<file path="src/rtl/fetch_pkg.sv">
// fetch_pkg: shared types and constants for the fetch sequencer slice.
//   CTRL_STALL / CTRL_FLUSH : IDU control codes (any other code means run)
//   fetch_state_e           : sequencer state (RUN, STALL, HALT)
//   fetch_entry_t           : instruction buffer entry {pc, instr}
package fetch_pkg;

  localparam int unsigned XLEN   = 32;
  localparam int unsigned CTRL_W = 6;

  localparam logic [CTRL_W-1:0] CTRL_STALL = 6'b001001;
  localparam logic [CTRL_W-1:0] CTRL_FLUSH = 6'b001000;

  typedef enum logic [1:0] {
    RUN   = 2'd0,
    STALL = 2'd1,
    HALT  = 2'd2
  } fetch_state_e;

  typedef struct packed {
    logic [XLEN-1:0] pc;
    logic [XLEN-1:0] instr;
  } fetch_entry_t;

endpackage

</file>
<file path="src/rtl/fetch_sequencer_if.sv">
// fetch_sequencer_if: IFU / IDU facing signals of the fetch sequencer.
//   master : the sequencer (drives pc and the instruction handshake)
//   slave  : the IFU/IDU environment (drives control, redirect, memory data, ready)
interface fetch_sequencer_if;

  logic [fetch_pkg::CTRL_W-1:0] control_signal;
  logic                         redirect_valid;
  logic [fetch_pkg::XLEN-1:0]   redirect_pc;
  logic [fetch_pkg::XLEN-1:0]   im_data;
  logic                         im_fetch_complete;
  logic [fetch_pkg::XLEN-1:0]   pc;
  logic                         instr_valid;
  logic                         instr_ready;
  logic [fetch_pkg::XLEN-1:0]   instr_out;
  logic [fetch_pkg::XLEN-1:0]   instr_pc;

  modport master (
    input  control_signal, redirect_valid, redirect_pc,
    input  im_data, im_fetch_complete, instr_ready,
    output pc, instr_valid, instr_out, instr_pc
  );

  modport slave (
    output control_signal, redirect_valid, redirect_pc,
    output im_data, im_fetch_complete, instr_ready,
    input  pc, instr_valid, instr_out, instr_pc
  );

endinterface

</file>
<file path="src/rtl/fetch_buf.sv">
// fetch_buf: 2-entry FIFO of fetch entries.
//   clk, rst      : clock, synchronous active-low reset
//   push/push_entry, pop : enqueue / dequeue requests (pop ignored when empty,
//                   push ignored when full unless a pop happens the same cycle)
//   clear         : empties the FIFO, dominates push and pop
//   head, full, empty : head entry and occupancy flags, all from registers
module fetch_buf
  import fetch_pkg::*;
(
  input  logic         clk,
  input  logic         rst,
  input  logic         push,
  input  fetch_entry_t push_entry,
  input  logic         pop,
  input  logic         clear,
  output fetch_entry_t head,
  output logic         full,
  output logic         empty
);

  localparam int unsigned DEPTH = 2;

  fetch_entry_t mem_q [DEPTH];
  fetch_entry_t mem_d [DEPTH];
  logic         wr_ptr_q, wr_ptr_d;
  logic         rd_ptr_q, rd_ptr_d;
  logic [1:0]   cnt_q, cnt_d;
  logic         do_push, do_pop;

  assign full  = (cnt_q == 2'(DEPTH));
  assign empty = (cnt_q == 2'd0);
  assign head  = mem_q[rd_ptr_q];

  // Next-state: pointer/count update, clear wins over everything
  always_comb begin
    mem_d    = mem_q;
    wr_ptr_d = wr_ptr_q;
    rd_ptr_d = rd_ptr_q;
    cnt_d    = cnt_q;
    do_pop   = pop && !empty;
    do_push  = push && (!full || do_pop);
    if (clear) begin
      wr_ptr_d = 1'b0;
      rd_ptr_d = 1'b0;
      cnt_d    = 2'd0;
    end else begin
      if (do_push) begin
        mem_d[wr_ptr_q] = push_entry;
        wr_ptr_d        = ~wr_ptr_q;
      end
      if (do_pop) begin
        rd_ptr_d = ~rd_ptr_q;
      end
      cnt_d = cnt_q + 2'(do_push) - 2'(do_pop);
    end
  end

  // State registers
  always_ff @(posedge clk) begin
    if (!rst) begin
      for (int i = 0; i < DEPTH; i++) begin
        mem_q[i] <= '0;
      end
      wr_ptr_q <= 1'b0;
      rd_ptr_q <= 1'b0;
      cnt_q    <= 2'd0;
    end else begin
      for (int i = 0; i < DEPTH; i++) begin
        mem_q[i] <= mem_d[i];
      end
      wr_ptr_q <= wr_ptr_d;
      rd_ptr_q <= rd_ptr_d;
      cnt_q    <= cnt_d;
    end
  end

endmodule

</file>
<file path="src/rtl/fetch_sequencer.sv">
// fetch_sequencer: owns the IFU program counter, buffers fetched words in a
// 2-entry FIFO towards the IDU and applies stall/flush codes and redirects.
//   clk, rst        : clock, synchronous active-low reset
//   bus (master)    : pc/im_data/im_fetch_complete to the IFU, control code,
//                     redirect and instr_valid/ready/out/pc handshake to the IDU
//   halted          : sequencer is in HALT
//   perf_fetched, perf_stalls : saturating counters, built only when
//                     FETCH_PERF_EN is defined, otherwise tied to 0
module fetch_sequencer
  import fetch_pkg::*;
#(
  parameter int unsigned IMEM_DEPTH = 1024,
  parameter int unsigned RESET_PC   = 0
) (
  input  logic                  clk,
  input  logic                  rst,
  fetch_sequencer_if.master     bus,
  output logic                  halted,
  output logic [XLEN-1:0]       perf_fetched,
  output logic [XLEN-1:0]       perf_stalls
);

  localparam logic [XLEN-1:0] LAST_PC     = XLEN'(IMEM_DEPTH - 1);
  localparam logic [XLEN-1:0] DEPTH_PC    = XLEN'(IMEM_DEPTH);
  localparam logic [XLEN-1:0] RESET_PC_V  = XLEN'(RESET_PC);
  localparam fetch_state_e    RESET_STATE = (RESET_PC >= IMEM_DEPTH) ? HALT : RUN;

  fetch_state_e    state_q, state_d;
  logic [XLEN-1:0] pc_q, pc_d;
  logic            halted_q, halted_d;

  logic            buf_push, buf_pop, buf_clear;
  logic            buf_full, buf_empty;
  fetch_entry_t    buf_head;
  fetch_entry_t    buf_in;
  logic            deq;
  logic            is_stall, is_flush;

  assign deq      = !buf_empty && bus.instr_ready;
  assign is_stall = (bus.control_signal == CTRL_STALL);
  assign is_flush = (bus.control_signal == CTRL_FLUSH);
  assign buf_in   = '{pc: pc_q, instr: bus.im_data};

  fetch_buf u_buf (
    .clk        (clk),
    .rst        (rst),
    .push       (buf_push),
    .push_entry (buf_in),
    .pop        (buf_pop),
    .clear      (buf_clear),
    .head       (buf_head),
    .full       (buf_full),
    .empty      (buf_empty)
  );

  // Sequencing: redirect > flush > stall > fetch; HALT only drains the buffer
  always_comb begin
    state_d   = state_q;
    pc_d      = pc_q;
    buf_push  = 1'b0;
    buf_pop   = deq;
    buf_clear = 1'b0;
    if (bus.redirect_valid) begin
      buf_clear = 1'b1;
      buf_pop   = 1'b0;
      pc_d      = bus.redirect_pc;
      state_d   = (bus.redirect_pc < DEPTH_PC) ? RUN : HALT;
    end else if (state_q == HALT) begin
      state_d = HALT;
    end else if (is_flush) begin
      // Replay from the oldest unconsumed instruction
      buf_clear = 1'b1;
      buf_pop   = 1'b0;
      if (!buf_empty) begin
        pc_d = buf_head.pc;
      end
      state_d = RUN;
    end else if (is_stall) begin
      state_d = STALL;
    end else begin
      state_d = RUN;
      if (bus.im_fetch_complete && (!buf_full || deq)) begin
        buf_push = 1'b1;
        // Last word: hold pc and halt instead of wrapping
        if (pc_q == LAST_PC) begin
          state_d = HALT;
        end else begin
          pc_d = pc_q + XLEN'(1);
        end
      end
    end
    halted_d = (state_d == HALT);
  end

  // State registers
  always_ff @(posedge clk) begin
    if (!rst) begin
      state_q  <= RESET_STATE;
      pc_q     <= RESET_PC_V;
      halted_q <= 1'b0;
    end else begin
      state_q  <= state_d;
      pc_q     <= pc_d;
      halted_q <= halted_d;
    end
  end

  assign bus.pc          = pc_q;
  assign bus.instr_valid = !buf_empty;
  assign bus.instr_out   = buf_head.instr;
  assign bus.instr_pc    = buf_head.pc;
  assign halted          = halted_q;

`ifdef FETCH_PERF_EN
  logic [XLEN-1:0] perf_fetched_q, perf_fetched_d;
  logic [XLEN-1:0] perf_stalls_q, perf_stalls_d;

  // Saturating event counters
  always_comb begin
    perf_fetched_d = perf_fetched_q;
    perf_stalls_d  = perf_stalls_q;
    if (buf_push && (perf_fetched_q != '1)) begin
      perf_fetched_d = perf_fetched_q + XLEN'(1);
    end
    if ((state_q == STALL) && (perf_stalls_q != '1)) begin
      perf_stalls_d = perf_stalls_q + XLEN'(1);
    end
  end

  always_ff @(posedge clk) begin
    if (!rst) begin
      perf_fetched_q <= '0;
      perf_stalls_q  <= '0;
    end else begin
      perf_fetched_q <= perf_fetched_d;
      perf_stalls_q  <= perf_stalls_d;
    end
  end

  assign perf_fetched = perf_fetched_q;
  assign perf_stalls  = perf_stalls_q;
`else
  assign perf_fetched = '0;
  assign perf_stalls  = '0;
`endif

endmodule

</file>
<file path="src/flat_wrapper.sv">
// flat-port wrapper written by rule: the top's interface ports become plain ports
module fetch_sequencer_flat import fetch_pkg::*;
#(
  parameter int unsigned IMEM_DEPTH = 1024,
  parameter int unsigned RESET_PC   = 0
)
  (clk, rst, halted, perf_fetched, perf_stalls, bus_control_signal, bus_redirect_valid, bus_redirect_pc, bus_im_data, bus_im_fetch_complete, bus_instr_ready, bus_pc, bus_instr_valid, bus_instr_out, bus_instr_pc);
  fetch_sequencer_if bus_i ();
  input  logic clk;
  input  logic rst;
  output logic halted;
  output logic [XLEN-1:0] perf_fetched;
  output logic [XLEN-1:0] perf_stalls;
  input wire logic [$bits(bus_i.control_signal)-1:0] bus_control_signal;
  input wire logic [$bits(bus_i.redirect_valid)-1:0] bus_redirect_valid;
  input wire logic [$bits(bus_i.redirect_pc)-1:0] bus_redirect_pc;
  input wire logic [$bits(bus_i.im_data)-1:0] bus_im_data;
  input wire logic [$bits(bus_i.im_fetch_complete)-1:0] bus_im_fetch_complete;
  input wire logic [$bits(bus_i.instr_ready)-1:0] bus_instr_ready;
  output wire logic [$bits(bus_i.pc)-1:0] bus_pc;
  output wire logic [$bits(bus_i.instr_valid)-1:0] bus_instr_valid;
  output wire logic [$bits(bus_i.instr_out)-1:0] bus_instr_out;
  output wire logic [$bits(bus_i.instr_pc)-1:0] bus_instr_pc;
  assign bus_i.control_signal = bus_control_signal;
  assign bus_i.redirect_valid = bus_redirect_valid;
  assign bus_i.redirect_pc = bus_redirect_pc;
  assign bus_i.im_data = bus_im_data;
  assign bus_i.im_fetch_complete = bus_im_fetch_complete;
  assign bus_i.instr_ready = bus_instr_ready;
  assign bus_pc = bus_i.pc;
  assign bus_instr_valid = bus_i.instr_valid;
  assign bus_instr_out = bus_i.instr_out;
  assign bus_instr_pc = bus_i.instr_pc;
  fetch_sequencer #(.IMEM_DEPTH(IMEM_DEPTH), .RESET_PC(RESET_PC)) u_core (.clk(clk), .rst(rst), .bus(bus_i), .halted(halted), .perf_fetched(perf_fetched), .perf_stalls(perf_stalls));
endmodule
</file>
<file path="config.mk">
export PLATFORM = sky130hd
export DESIGN_NAME = fetch_sequencer_flat
export DESIGN_NICKNAME = d
export VERILOG_FILES = /design/src/rtl/fetch_pkg.sv /design/src/rtl/fetch_sequencer_if.sv /design/src/rtl/fetch_buf.sv /design/src/rtl/fetch_sequencer.sv /design/src/flat_wrapper.sv
export SDC_FILE = /design/constraint.sdc
export NUM_CORES = 1
export LEC_CHECK = 0
export ABC_AREA = 0
export CELL_PAD_IN_SITES_DETAIL_PLACEMENT = 0
export CELL_PAD_IN_SITES_GLOBAL_PLACEMENT = 1
export CORE_ASPECT_RATIO = 1.2
export CORE_MARGIN = 1.5
export CORE_UTILIZATION = 38
export DETAILED_ROUTE_END_ITERATION = 12
export PLACE_DENSITY = 0.91
export SLEW_MARGIN = 10
export SYNTH_ARGS = -nofsm -noshare
export SYNTH_HDL_FRONTEND = slang
export SYNTH_SLANG_ARGS = --single-unit
</file>
<file path="constraint.sdc">
create_clock -name clk -period 4.65 [get_ports clk]
set_input_delay 0.6975 -clock clk [delete_from_list [all_inputs] [get_ports clk]]
set_output_delay 0.6975 -clock clk [all_outputs]
set_load 0.05 [all_outputs]
</file>
==> results.md <==
* RD Place Congestion at 0.917
* Metal-1 WL at 11.2 mm
* Setup crit end kind: flip-flop
* RSZ-0062 raised after global routing: no
* H-tree Lvls at 4
* Pint at 2.48 mW
* Root buf cell: clkbuf_16
* Vias per inst at 5.53
* Fillers at 2202
* Worst setup path class: input port to flip-flop
* Psw at 1.14 mW
* Layout cells sized above 1 at 0.109
* Synthesis Warnings at 0
* Syn Inst Count at 1122
* Ys flop type: dfxtp_1
* Total track usage at 0.224
* Met3 WL post-DR at 2.16 mm
* Post-CTS sizing at 0
* Delay-heaviest family, CP: simple AND/OR/NAND/NOR gates
* Relative slew slack at 0.197
* Post-route ant nets at 0
* Highest metal used: met4
* Total Routed Length at 27.7 mm
* Final Hold Viols at 0
* First-pass GRT wire length at 41.9 mm
* Metal2 WL at 13.3 mm
* Least-Margin Pin Slew at 1190 ps
* FP Rows at 60
* Worst path required time at 4930 ps
* Core Region at 22400 sq um
* Routed vias at 8471
* Die Wd at 141 um
* Layout Nets at 1318
* Final setup viols at 0
* Max incr delay on CP at 700 ps
* CP Data Arrival Time at 3370 ps
* Largest net degree at the start of global routing at 152
* Setup TNS at 0 ps
* Clk_skew at 11.9 ps
* CTS Buffer Depth at 2
* Power consumption at 3.62 mW
* Reg power frac at 0.426
* # DRC at 0
* Overall die height at 169 um
* Initial Utilization at 0.389
* Pwr dens at 330 nW/um^2
* Worst hold stages at 2
* Switch share at 0.316
* Syn Area/Cell at 7.78 sq um
* Max Slew Vio Count at 0
* Routed length per instance at 18.1 um
* Min Tclk post-route at 3090 ps
* Max Fclk at 0.323 GHz
* Distinct cells, synth at 66
* Number of enable flip-flop cells after synthesis at 0
* CTS Buf Count at 17
* Clk slew on worst S/H paths at 70 ps
* CTS tree: yes
* I/O Buffers at 172
* Post-synthesis sequential area ratio at 0.383
* Total grt overflow at 0
* Hold_buf cts at 0
* HP Class: flip-flop to flip-flop
* Clock share of power at 0.388
* Max cap viols at 0
* N_diodes at 0
* Crit-path cells: clkdlybuf4s50_1, nor4b_2, nand3_1, and4_1, nor2_1, buf_4, a311oi_2
* Status: finished clean
* FF+latch count, synth at 167
* Worst R2R Path Depth at 7
* Combinational power share at 0.186
* Final HPWL DP at 18.1 mm
* Syn Std Cell Area at 8720 sq um
* Tcrit/Tclk final at 0.665
* Startpoint Class: input port
* FFs w/ async S/R, synth at 0
* Buf/Inv on CP at 2
* Top-Level Pins at 237
* Clk sinks at 167
* 1st-iter DRT viols at 642
* Synth-to-Final Area Change at 25.5%
* Total die area at 23900 sq um
* Instance count on the critical path at 7
* Vias in the first global route at 7778
* P_leak at 3.83 nW
* TritonRoute pass-1 iters at 6
* Worst-Skew Late Latency at 430 ps
* Setup bufs post-CTS at 0
* Peak VDD IR at 0.000248 V
* Slowest-stage cell, CP: nor4b_2
* Initial antenna violation count at 0
* CP max FO at 12
-- power by group through the flow --
stage / logic, mW / clock network, mW / registers (mW)
detailed placement: 0.670 / 0 / 1.57
finish: 0.674 / 1.40 / 1.54
CTS: 0.673 / 1.43 / 1.54
global placement: 0.668 / 0 / 1.57
floorplan: 0.432 / 0 / 1.62
global route: 0.709 / 1.49 / 1.55
-- synth_stat cells (8+ instances only) --
master    instances  area share
or3_1            11      0.0079
buf_2            12      0.0069
nand4_1          10      0.0072
inv_1            12      0.0052
dfxtp_1         167        0.38
o21ai_0          16      0.0092
nand2_1         295        0.13
nor2_1           20      0.0086
nor4_1           20       0.014
a311oi_1          8      0.0080
buf_4            64       0.055
nor3_1           19       0.011
and4_1            8      0.0080
a31oi_1          10      0.0072
and2_1           10      0.0072
mux2_2           65       0.084
a21oi_1         150       0.086
clkbuf_1         77       0.033
o31ai_1          12       0.010
nand3_1          23       0.013
-- cell type report --
| class | count | area (sq um) | share of cell area |
|---|---|---|---|
| multi-input combinational | 849 | 4750 | 0.434 |
| timing repair buffer | 191 | 1870 | 0.171 |
| tap | 279 | 349 | 0.0319 |
| clock inverter | 11 | 114 | 0.0104 |
| sequential | 167 | 3340 | 0.305 |
| inverter | 14 | 55.1 | 0.00503 |
| clock buffer | 20 | 467 | 0.0426 |
-- path summary, 6_finish.rpt --
kind              slack, ps                      to                   start
setup / recovery       1560       u_core.bus.pc[28]   bus_control_signal[0]
hold / removal          450  u_core.u_buf.mem_q[16]  u_core.u_buf.mem_q[16]
setup reg to reg       1800       u_core.bus.pc[24]        u_core.bus.pc[0]
hold reg to reg         450  u_core.u_buf.mem_q[16]  u_core.u_buf.mem_q[16]
-- logic make-up (layout without fill, tap and decap cells) --
kind of cell,count (synthesis),in the layout,synth area share
compound gates,263,263,0.187
simple gates,444,444,0.229
flops,167,167,0.383
fa+ha+maj,3,3,0.00430
mux,68,68,0.0873
xor+xnor,7,7,0.00703
other cells,1,64,0.000430
buf+inv,169,236,0.102
-- per-layer routing --
metal	track usage	vias up
li1	-	4028
met1	0.268	3977
met2	0.380	403
met3	0.0492	63
met4	0.103	0
met5	0	-
-- registers in the layout, indices dropped and copies added (netlist names) --
signal / count
u_core.bus.pc: 32
u_core.halted: 1
u_core.state_q: 2
u_core.u_buf.cnt_q: 2
u_core.u_buf.mem_q: 128
u_core.u_buf.rd_ptr_q: 1
u_core.u_buf.wr_ptr_q: 1
-- placed cells by master (no fill, tap or decap), types with 4 or more instances in the layout --
cell type          n
nand2_1          295
clkdlybuf4s50_1  171
dfxtp_1          166
a21oi_1          150
mux2_2            65
conb_1            64
nand3_1           21
nor2_1            20
nor4_1            20
buf_4             18
nor3_1            17
clkbuf_16         17
o21ai_0           16
inv_1             12
o31ai_1           12
or3_1             11
and2_1            10
nand4_1           10
a31oi_1           10
and4_1             8
a311oi_1           8
a211oi_1           7
and3_1             7
o31a_1             7
o211ai_1           7
o311ai_0           6
a211o_1            4
or4_1              4
a221oi_1           4
a22oi_1            4
o21a_1             4
xor2_1             4
inv_6              4
-- worst min-delay path: cells and delay by family, from the launching register on --
| kind | cells | cell delay (ps) |
|---|---|---|
| DFF | 1 | 310 |
| and+or+nand+nor | 1 | 50 |
| AOI/OAI and AO/OA | 1 | 50 |
-- metrics by stage --
step | instance area [sq um] | worst slack, ps | cells | hold slack [ps] | utilization
2_1_floorplan | 8960 | 1580 | 1185 | 433 | -
3_3_place_gp | 10400 | 1230 | 1500 | 438 | 0.462
3_5_place_dp | 10400 | 1190 | 1500 | 443 | 0.462
4_1_cts | 10900 | 1530 | 1531 | 453 | 0.488
5_1_grt | 10900 | 1460 | 1531 | 469 | 0.488
6_report | 10900 | 1560 | 1531 | 449 | 0.488
(Power assumes the default switching activity.)
